File: config.mk
export PLATFORM = sky130hd
export DESIGN_NAME = dmem_access_ctrl
export DESIGN_NICKNAME = d
export VERILOG_FILES = /design/src/rtl/dmem_access_ctrl_pkg.sv /design/src/rtl/dmem_access_ctrl_load_aligner.sv /design/src/rtl/dmem_access_ctrl.sv
export SDC_FILE = /design/constraint.sdc
export NUM_CORES = 1
export LEC_CHECK = 0
export ABC_AREA = 0
export CAP_MARGIN = 20
export CORE_MARGIN = 2
export CORE_UTILIZATION = 38
export CTS_CLUSTER_SIZE = 14
export DETAILED_ROUTE_END_ITERATION = 6
export PLACE_DENSITY = 0.78
export SLEW_MARGIN = 20
export SYNTH_ARGS = -nofsm -noshare
export SYNTH_HDL_FRONTEND = slang
export SYNTH_SLANG_ARGS = --single-unit
File: constraint.sdc
create_clock -name clk -period 3 [get_ports clk]
set_clock_uncertainty 0.1 [all_clocks]
set_input_delay 0.6 -clock clk [delete_from_list [all_inputs] [get_ports clk]]
set_output_delay 0.6 -clock clk [all_outputs]
set_load 0.01 [all_outputs]
File: src/rtl/dmem_access_ctrl_pkg.sv
// dmem_access_ctrl_pkg: state encoding and load funct3 codes shared by the data-memory path
package dmem_access_ctrl_pkg;
   typedef logic [1:0] state_t;
   localparam state_t S_IDLE = 2'd0;
   localparam state_t S_REQ  = 2'd1;
   localparam state_t S_WAIT = 2'd2;
   localparam state_t S_DONE = 2'd3;
   localparam logic [2:0] FNC_LB  = 3'b000;
   localparam logic [2:0] FNC_LH  = 3'b001;
   localparam logic [2:0] FNC_LW  = 3'b010;
   localparam logic [2:0] FNC_LBU = 3'b100;
   localparam logic [2:0] FNC_LHU = 3'b101;
endpackage

File: src/rtl/dmem_access_ctrl_load_aligner.sv
// load_aligner: selects the addressed byte/half of a raw load word and sign/zero-extends it
module load_aligner
   import dmem_access_ctrl_pkg::*;
(
   input  logic [2:0]  funct3,
   input  logic [1:0]  off,
   input  logic [31:0] raw,
   output logic [31:0] data
);
   logic [7:0]  b;
   logic [15:0] h;
   assign b = raw[{off, 3'b000} +: 8];
   assign h = off[1] ? raw[31:16] : raw[15:0];
   // LW and any unlisted funct3 pass the word through untouched
   always_comb
      data = funct3 == FNC_LB  ? {{24{b[7]}}, b} :
             funct3 == FNC_LBU ? {24'd0, b} :
             funct3 == FNC_LH  ? {{16{h[15]}}, h} :
             funct3 == FNC_LHU ? {16'd0, h} : raw;
endmodule

File: src/rtl/dmem_access_ctrl.sv
// dmem_access_ctrl: sequences X-stage loads/stores onto a valid/ready dcache port,
// stalling the pipeline for the transaction and returning extended load data to writeback
module dmem_access_ctrl
   import dmem_access_ctrl_pkg::*;
#(
   parameter int ADDR_W = 32,
   parameter int DATA_W = 32
) (
   input  logic              clk,
   input  logic              reset,
   input  logic              x_valid,
   input  logic              x_flush,
   input  logic              x_load,
   input  logic [3:0]        x_wmask,
   input  logic [ADDR_W-1:0] x_addr,
   input  logic [DATA_W-1:0] x_store_data,
   input  logic [2:0]        x_funct3,
   input  logic [4:0]        x_rd,
   output logic              mem_req_valid,
   input  logic              mem_req_ready,
   output logic [ADDR_W-1:0] mem_req_addr,
   output logic [DATA_W-1:0] mem_req_din,
   output logic [3:0]        mem_req_wmask,
   output logic              mem_req_re,
   input  logic              mem_resp_valid,
   input  logic [DATA_W-1:0] mem_resp_data,
   output logic              stall,
   output logic              load_valid,
   output logic [4:0]        load_rd,
   output logic [DATA_W-1:0] load_data
);
   state_t            state;
   logic [ADDR_W-1:0] addr_q;
   logic [3:0]        wmask_q;
   logic [DATA_W-1:0] din_q;
   logic [2:0]        funct3_q;
   logic [4:0]        rd_q;
   logic              is_load_q;
   logic              start;
   logic [DATA_W-1:0] aligned;

   assign start = state == S_IDLE && x_valid && !x_flush && (x_load || x_wmask != 4'd0);
   // combinational so the issuing instruction is held in X on the start cycle
   assign stall         = start || state == S_REQ || state == S_WAIT;
   assign mem_req_valid = state == S_REQ;
   assign mem_req_addr  = {addr_q[ADDR_W-1:2], 2'b00};
   assign mem_req_din   = din_q;
   assign mem_req_wmask = wmask_q;
   assign mem_req_re    = mem_req_valid && is_load_q;
   assign load_valid    = state == S_DONE;

   load_aligner u_align (
      .funct3 (funct3_q),
      .off    (addr_q[1:0]),
      .raw    (mem_resp_data),
      .data   (aligned)
   );

   always_ff @(posedge clk)
      if (reset) begin
         state     <= S_IDLE;
         addr_q    <= '0;
         wmask_q   <= '0;
         din_q     <= '0;
         funct3_q  <= '0;
         rd_q      <= '0;
         is_load_q <= 1'b0;
         load_rd   <= '0;
         load_data <= '0;
      end else begin
         case (state)
            S_IDLE: if (start) begin
               state     <= S_REQ;
               addr_q    <= x_addr;
               wmask_q   <= x_load ? 4'd0 : x_wmask;
               din_q     <= x_store_data;
               funct3_q  <= x_funct3;
               rd_q      <= x_rd;
               is_load_q <= x_load;
            end
            S_REQ:  if (mem_req_ready) state <= is_load_q ? S_WAIT : S_IDLE;
            S_WAIT: if (mem_resp_valid) begin
               state     <= S_DONE;
               load_data <= aligned;
               load_rd   <= rd_q;
            end
            default: state <= S_IDLE;
         endcase
      end

   always_ff @(posedge clk)
      if (!reset && start)
         assert (!(x_load && x_wmask != 4'd0));
endmodule

# --- Word-level counts from Yosys, hierarchy flattened ---
# Cells that the tools add are included.
# Widths: inputs -> output; s select.
word_totals:
  reg_bits: 116
  out_inout_bits: 109
classes:
  n_shift: 1
  n_eq_ne: 9
  reduce_logical: 14
  muxes: 11
ops:
  columns: ["operator", "n"]
  rows:
  - ["$mux 32", 4]
  - ["$shiftx 32x6->8", 1]
  - ["$mux 16", 1]
  - ["$mux 2", 4]
  - ["$eq 3x3->1 const B", 2]
  - ["$pmux 2 s3", 1]
  - ["$eq 2x2->1 const B", 2]
  - ["$logic_and 1x1->1", 4]
  - ["$mux 4", 1]
  - ["$ne 2x2->1 const B", 2]
  - ["$reduce_and 2->1", 2]
  - ["$reduce_bool 4->1", 1]
  - ["$eq 3x1->1 const B", 1]
  - ["$logic_not 3->1", 1]
  - ["$logic_or 1x1->1", 3]
  - ["$reduce_and 3->1", 1]
  - ["$eq 2x1->1 const B", 1]
  - ["$logic_not 2->1", 1]
  - ["$ne 2x1->1 const B", 1]
  - ["$logic_not 1->1", 1]

# --- Depth between registers and ports, before layout ---
# Gate-level depths: netlist (run 1).
logic_depth:
  depth_word: 6
  ltp_mapped: 6
  depth_no_buf: 4

# --- Modules after synthesis ---
# From an unflattened synthesis (run 1), not the netlist that was laid out.
unflattened:
  cells_unflattened: 677
  area_unflattened_um2: 5642.9
modules_own_cells:
  columns: ["mod", "cells_per_inst", "seq_area_each_um2", "n_inst", "area_each_um2"]
  rows:
  - ["dmem_access_ctrl", 550, 2322.2, 1, 4712.0]
  - ["load_aligner", 127, 0.0, 1, 930.9]

# --- Worst setup path after synthesis (run 1) ---
# Ideal clock, no wire load.
synth_path:
  path_kind: "input-to-output"
  startpoint: "input x_wmask[2]"
  endpoint: "output stall"
  stages: 5
  arrival_ns: 1.730
  required_time_ns: 2.300
  setup_slack_ns: 0.570
  path_cell_list: "or4_4 -> o21ai_4 -> buf_4 -> buf_6 -> nand3b_1"
synth_between:
  elab_chain_cells: 5
synth_lines:
  columns: ["element", "line", "source"]
  rows:
  - ["start, declared", "dmem_access_ctrl.sv:14", "input logic [3:0] x_wmask,"]
  - ["$reduce_bool 4->1", "dmem_access_ctrl.sv:42", "assign start = state == S_IDLE && x_valid && !x_flush && (x_load || x_wmask != 4'd0);"]
  - ["$logic_or 1x1->1", "dmem_access_ctrl.sv:42", null]
  - ["$logic_and 1x1->1", "dmem_access_ctrl.sv:42", null]
  - ["$logic_or 1x1->1 (2 in series)", "dmem_access_ctrl.sv:44", "assign stall = start || state == S_REQ || state == S_WAIT;"]
  - ["end, declared", "dmem_access_ctrl.sv:27", "output logic stall,"]
# Every way passes these cells.

# --- Final worst setup path (run 1) ---
# Ends and elaborated chain as after synthesis.

==> summary.txt, run 1 <==
CTS buffer count - 17
CP endpoint - stall
Number of remaining DRC errors - 0
Post-detailed-route via-to-cell ratio - 4.947
Detailed-route wire length on metal 1 - 6.029 mm
Utilization of the core after routing - 59.97%
Setup violations, final - 0
Required time of the critical path - 2300 ps
Detailed Routing Iterations Pass 1 - 7
Mean area per synthesized cell - 8.131 um^2
Area share of the largest cell type after synthesis - 47.13%
Period minus WS final - 2823 ps
Pin count of the biggest net entering global routing - 79
Relative slew slack - 46.05%
Detailed route wirelength on metal3 - 1.190 mm
Sw Pwr - 0.9060 mW
Outcome - finished clean
Worst voltage drop across the vdd grid - 0.3912 mV
Flop pwr share - 40.8%
Clock network fraction of total power - 46.6%
Cell chain of the critical path - clkdlybuf4s50_1, or4_4, o21ai_4, nand3b_1, dlygate4sd2_1
Post-route insts no fill - 968
Sort of element at the end of the critical path - output pin
Count of endpoints failing hold in the final timing report - 0
Number of synthesized register bits - 116
Clock transition at the registers of the reported paths - 50 ps
Mean routed wirelength per cell - 15.16 um
Class of the worst hold path - reg -> reg
Total I/O pin count - 224
Number of synthesis warnings - 0
Gr ovfl total - 0
CTS tree - built
Reg-to-Reg Start - funct3_q[1]$_SDFFE_PP0P_
Total routing resource utilization after global routing - 21.53%
Async set-or-reset flop fraction in the synthesized netlist - 0%
Die Height - 117.9 um
Aggregate negative setup slack - 0 ps
Worst reg-to-reg setup slack - 720 ps
Crit-path slowest cell - or4_4
Routed wl met2 - 7.176 mm
Maximum capacitance violations - 0
Switching share of power - 22.65%
Synthesis-to-layout area growth - 53.61%
Largest stage delay on the critical path - 570 ps
Count of cells along the worst register-to-register path - 5
Worst Path Class, Setup - in -> out
Area after DPL - 7019 um^2
Worst-path maximum fanout - 2
Hold WS - 350.8 ps
Source of the critical timing path - x_wmask[2]
Detailed-placement wirelength estimate - 10.60 mm
Final #Nets - 898
Cell row count - 41
Clock tree buffer depth - 2
Overall power of the completed layout - 4.000 mW
Total Die Area - 13890 um^2
Synth Instances - 606
Initial core utilization - 39.04%
Cell types with the largest area share after synthesis - dfxtp_1 (47%), nand2_1 (14%), a21oi_1 (8.5%)
Hold buffer count at cts - 0
Worst slew pin tran - 809.2 ps
Leakage power - 2.647 nW
Routed via count - 4789
Sort of element at the start of the critical path - input port
Cell Pwr Density - 528.5 nW/um^2
Maximum level of the CTS H-tree - 4
Final ANT Viol Nets - 0
Synth unique cells - 41
Netlist area before placement - 4927 um^2
Core box area - 12620 um^2
Finished Cell Area - 7569 um^2
Number of global-route vias before repair - 4854
Die Span X - 117.9 um
Unrepaired setup endpoints after global routing - false
Sequential cell area fraction in the yosys report - 47.13%
Total clock sinks - 116
Clock tree root driver cell - clkbuf_16
Cell taking the most area after synthesis - dfxtp_1
Cells after DPL - 936
Wire length of the first global-routing pass - 24.03 mm
Proportion of power drawn by combinational gates - 12.7%
Source-to-sink clock delay at the later pin of the worst-skew pair - 400 ps
Total routed wirelength - 14.68 mm
Arrival time reported for the critical path endpoint - 2120 ps
Main flop type after synthesis - dfxtp_1
Port Buf Inserts - 221
Final number of max-transition violations - 0
Antenna violations before repair - 2
Top metal layer carrying routed signals - met4
Fraction of the cycle the final worst path needs - 94.10%
EDFF count, synth - 0
Violation count after the first detailed-routing iteration - 325
Setup slack at placement - -37.70 ps
Layout cell share with drive strength beyond 1 - 7.809%
RD Place Congestion - 0.8387
Post-layout worst setup margin - 176.9 ps
Int Pwr - 3.094 mW
Maximum operating frequency - 0.3542 GHz
RR Endpoint - load_data[1]$_SDFFE_PP0P_
==> worst min path at each step <==
stage / slack, ps / end / from / cells after the start
final: 350 / addr_q[25]$_SDFFE_PP0P_ / addr_q[25]$_SDFFE_PP0P_ / 2
after floorplan: 330 / load_rd[0]$_SDFFE_PP0P_ / rd_q[0]$_SDFFE_PP0P_ / 2
after global placement: 340 / load_rd[1]$_SDFFE_PP0P_ / rd_q[1]$_SDFFE_PP0P_ / 2
after detailed placement: 350 / addr_q[30]$_SDFFE_PP0P_ / addr_q[30]$_SDFFE_PP0P_ / 2
after global routing: 370 / addr_q[26]$_SDFFE_PP0P_ / addr_q[26]$_SDFFE_PP0P_ / 2
after CTS: 350 / mem_req_din[1]$_SDFFE_PP0P_ / mem_req_din[1]$_SDFFE_PP0P_ / 2
==> placed cells by master, fill, tap and decap left out, types with 5 or more instances in the layout <==
master	count
a211oi_1	27
a21oi_1	84
buf_4	13
clkbuf_16	17
clkdlybuf4s50_1	219
dfxtp_1	116
mux2_2	9
mux2i_1	6
mux4_2	5
nand2_1	187
nand3b_1	7
nor2_1	38
nor3_1	5
==> flip-flops by register name, indices dropped and copies added, names as in the netlist <==
name           count
rd_q               5
load_rd            5
mem_req_din       32
addr_q            32
load_data         32
state              2
funct3_q           3
mem_req_wmask      4
is_load_q          1
==> cells in the mapped netlist (2+ instances only) <==
library cell and instances:
nand2b_1 2, buf_2 21, clkbuf_1 18, dfxtp_1 116, a2111oi_0 3, nor2b_1 2
and2_1 2, o21a_1 2, or3_1 3, nor3_1 5, buf_4 34, buf_1 3
a21oi_1 84, mux4_2 5, a22o_1 3, and3_1 3, mux2i_1 6, nor2_1 39
nand2_1 187, nand3b_1 7, mux2_2 9, inv_1 4, a211oi_1 27, o22ai_1 4
==> logic make-up (layout without fill, tap and decap cells) <==
group	Yosys count	in the layout	share of synthesized area, %
flip-flops	116	116	47.13
buffers and inverters	81	268	9.446
AND/OR/NAND/NOR	257	257	21.74
AO/OA/AOI/OAI	131	131	16.05
other	1	4	0.07611
multiplexers	20	20	5.561
==> area by class of cell <==
cell class              instances  area [um^2]
flip-flops and latches        116         2322
clock buffers                  25        495.5
multi-input cells             410         2147
diodes                          2        5.005
inverters                       4        15.01
fillers                      1144         5051
well taps                     172        215.2
repair buffers                234         2318
clock inverters                 5        50.05
==> power by group through the flow <==
stage | clock network (mW) | logic, mW | registers (mW)
2_1_floorplan | 0 | 0.235 | 1.66
3_3_place_gp | 0 | 0.497 | 1.66
3_5_place_dp | 0 | 0.507 | 1.66
4_1_cts | 1.90 | 0.510 | 1.63
5_1_grt | 1.98 | 0.549 | 1.64
6_report | 1.86 | 0.507 | 1.63
==> critical path, delay by kind of cell <==
family | cells | cell delay [ps]
buffers and inverters | 2 | 720
and+or+nand+nor | 2 | 650
AOI/OAI and AO/OA | 1 | 150
==> metal layers <==
layer / global-route usage (%) / vias to the layer above
li1: - / 2362
met1: 25.09 / 2222
met2: 35.76 / 182
met3: 7.316 / 23
met4: 9.714 / 0
met5: 0 / -
==> what timing repair did <==
item | 4_1_cts | 5_1_grt
setup buffers | 0 | 0
resized for setup | 1 | 0
endpoints found under the setup margin | 1 | 0
No activity file was read; power rests on OpenSTA's default activity.
==> run 2: changes to the inputs <==
- SKIP_CTS_REPAIR_TIMING: not set -> 1
==> summary.txt, run 2 (synthesis gave the netlist of run 1 again) <==
Outcome - finished clean
Setup slack at placement - -37.70 ps (unchanged)
Count of cells along the worst register-to-register path - 5 (unchanged)
Post-detailed-route via-to-cell ratio - 4.983 (+0.73%)
RD Place Congestion - 0.8387 (unchanged)
Routed via count - 4824 (+0.73%)
Fraction of the cycle the final worst path needs - 90.24% (-3.9 points)
Gr ovfl total - 0 (unchanged)
Worst slew pin tran - 806.9 ps (-2.314 ps)
Total clock sinks - 116 (unchanged)
Total routing resource utilization after global routing - 21.53% (unchanged)
Initial core utilization - 39.04% (unchanged)
Total Die Area - 13890 um^2 (unchanged)
Arrival time reported for the critical path endpoint - 2010 ps (-110 ps)
Detailed Routing Iterations Pass 1 - 4 (-3)
Sort of element at the start of the critical path - input port
Die Height - 117.9 um (unchanged)
Switching share of power - 22.71% (+0.060 points)
Worst voltage drop across the vdd grid - 0.3909 mV (about the same)
Clock network fraction of total power - 46.6% (about the same)
Class of the worst hold path - reg -> reg
Sw Pwr - 0.9093 mW (+0.36%)
Number of global-route vias before repair - 4854 (unchanged)
Proportion of power drawn by combinational gates - 12.7% (about the same)
Maximum level of the CTS H-tree - 4 (unchanged)
CTS tree - built
Leakage power - 2.657 nW (+0.38%)
Total I/O pin count - 224 (unchanged)
Overall power of the completed layout - 4.004 mW (about the same)
Commonest cells after routing, fill and taps aside - clkdlybuf4s50_1 (219), nand2_1 (187), dfxtp_1 (116)
Worst Path Class, Setup - in -> out
Mean routed wirelength per cell - 15.18 um (+0.14%)
Port Buf Inserts - 221 (unchanged)
CTS buffer count - 17 (unchanged)
Flop pwr share - 40.7% (about the same)
Violation count after the first detailed-routing iteration - 300 (-7.7%)
Maximum capacitance violations - 0 (unchanged)
Clock transition at the registers of the reported paths - 50 ps (about the same)
Gr busiest metal - met2
Most common cell after layout, fill and taps aside - clkdlybuf4s50_1
Synthesis-to-layout area growth - 53.68% (about the same)
Layout cell share with drive strength beyond 1 - 7.809% (unchanged)
Worst reg-to-reg setup slack - 700 ps (-20 ps)
Unrepaired setup endpoints after global routing - false
Sort of element at the end of the critical path - output pin
Source of the critical timing path - x_wmask[2]
Count of endpoints failing hold in the final timing report - 0 (unchanged)
Reg-to-Reg Start - funct3_q[1]$_SDFFE_PP0P_
Final number of max-transition violations - 0 (unchanged)
Cell Pwr Density - 528.8 nW/um^2 (about the same)
Number of remaining DRC errors - 0 (unchanged)
Final #Nets - 898 (unchanged)
Pin count of the biggest net entering global routing - 79 (unchanged)
Cell row count - 41 (unchanged)
Maximum operating frequency - 0.3694 GHz (+4.3%)
Relative slew slack - 46.21% (+0.15 points)
Worst-path maximum fanout - 2 (unchanged)
Aggregate negative setup slack - 0 ps (unchanged)
Clock tree buffer depth - 2 (unchanged)
Core box area - 12620 um^2 (unchanged)
Period minus WS final - 2707 ps (-115.9 ps)
Antenna violations before repair - 2 (unchanged)
Int Pwr - 3.095 mW (about the same)
RR Endpoint - load_data[1]$_SDFFE_PP0P_
CP endpoint - stall
GRT met3 Usage - 7.316% (unchanged)
Required time of the critical path - 2300 ps (about the same)
Final ANT Viol Nets - 0 (unchanged)
Source-to-sink clock delay at the later pin of the worst-skew pair - 400 ps (about the same)
Wire length of the first global-routing pass - 24.03 mm (unchanged)
Detailed-placement wirelength estimate - 10.60 mm (unchanged)
Die Span X - 117.9 um (unchanged)
Clock tree root driver cell - clkbuf_16
Global routing usage on met1 - 25.09% (unchanged)
M2 GR Usage - 35.76% (unchanged)
Post-layout worst setup margin - 292.9 ps (+115.9 ps)
Total routed wirelength - 14.70 mm (+0.14%)
Cell chain of the critical path - clkdlybuf4s50_1, or4_4, o21ai_4, nand3b_1, dlymetal6s2s_1
Setup violations, final - 0 (unchanged)
Largest stage delay on the critical path - 570 ps (about the same)
Crit-path slowest cell - or4_4
-- run 2: critical path: cells and delay by family --
family	cells	cell delay (ps)
AOI/OAI and AO/OA	1	150
buffers and inverters	2	600
and+or+nand+nor	2	650
-- run 2: how the worst min path moves through the flow --
stage                                 from                          end  slack, ps  cells after the start
2_1_floorplan         rd_q[0]$_SDFFE_PP0P_      load_rd[0]$_SDFFE_PP0P_        330                      2
3_3_place_gp          rd_q[1]$_SDFFE_PP0P_      load_rd[1]$_SDFFE_PP0P_        340                      2
3_5_place_dp       addr_q[30]$_SDFFE_PP0P_      addr_q[30]$_SDFFE_PP0P_        350                      2
4_1_cts        mem_req_din[1]$_SDFFE_PP0P_  mem_req_din[1]$_SDFFE_PP0P_        350                      2
5_1_grt            addr_q[26]$_SDFFE_PP0P_      addr_q[26]$_SDFFE_PP0P_        370                      2
6_report           addr_q[25]$_SDFFE_PP0P_      addr_q[25]$_SDFFE_PP0P_        350                      2
-- run 2: power by group through the flow --
stage	Sequential (mW)	Clock (mW)	Combinational, mW
after floorplan	1.66	0	0.235
after global placement	1.66	0	0.497
after detailed placement	1.66	0	0.507
after CTS	1.63	1.90	0.511
after global routing	1.64	1.98	0.550
final	1.63	1.87	0.507
-- run 2: area by class of cell --
cell class                      count  area [um^2]
Timing Repair Buffer              234         2322
Tap cell                          172        215.2
Antenna cell                        2        5.005
Fill cell                        1144         5047
Sequential cell                   116         2322
Clock buffer                       25        495.5
Clock inverter                      5        50.05
Multi-Input combinational cell    410         2147
Inverter                            4        15.01
-- run 2: metal layers --
layer  wire (um)  part of all wire (%)  up-vias
li1            -                     -     2358
met1        6067                    41     2248
met2        7145                    49      190
met3        1145                   7.8       28
met4         341                   2.3        0
met5           0                     0        -
-- run 2: stage by stage --
step | hold slack, ps | utilization (%) | cell area (um^2) | cells
finish | 350.7 | 60.00 | 7572 | 968
global route | 367.6 | 59.98 | 7570 | 967
CTS | 353.3 | 59.94 | 7565 | 966
detailed placement | 347.2 | 55.62 | 7019 | 936
global placement | 335.5 | 55.62 | 7019 | 936
floorplan | 332.1 | - | 4931 | 607
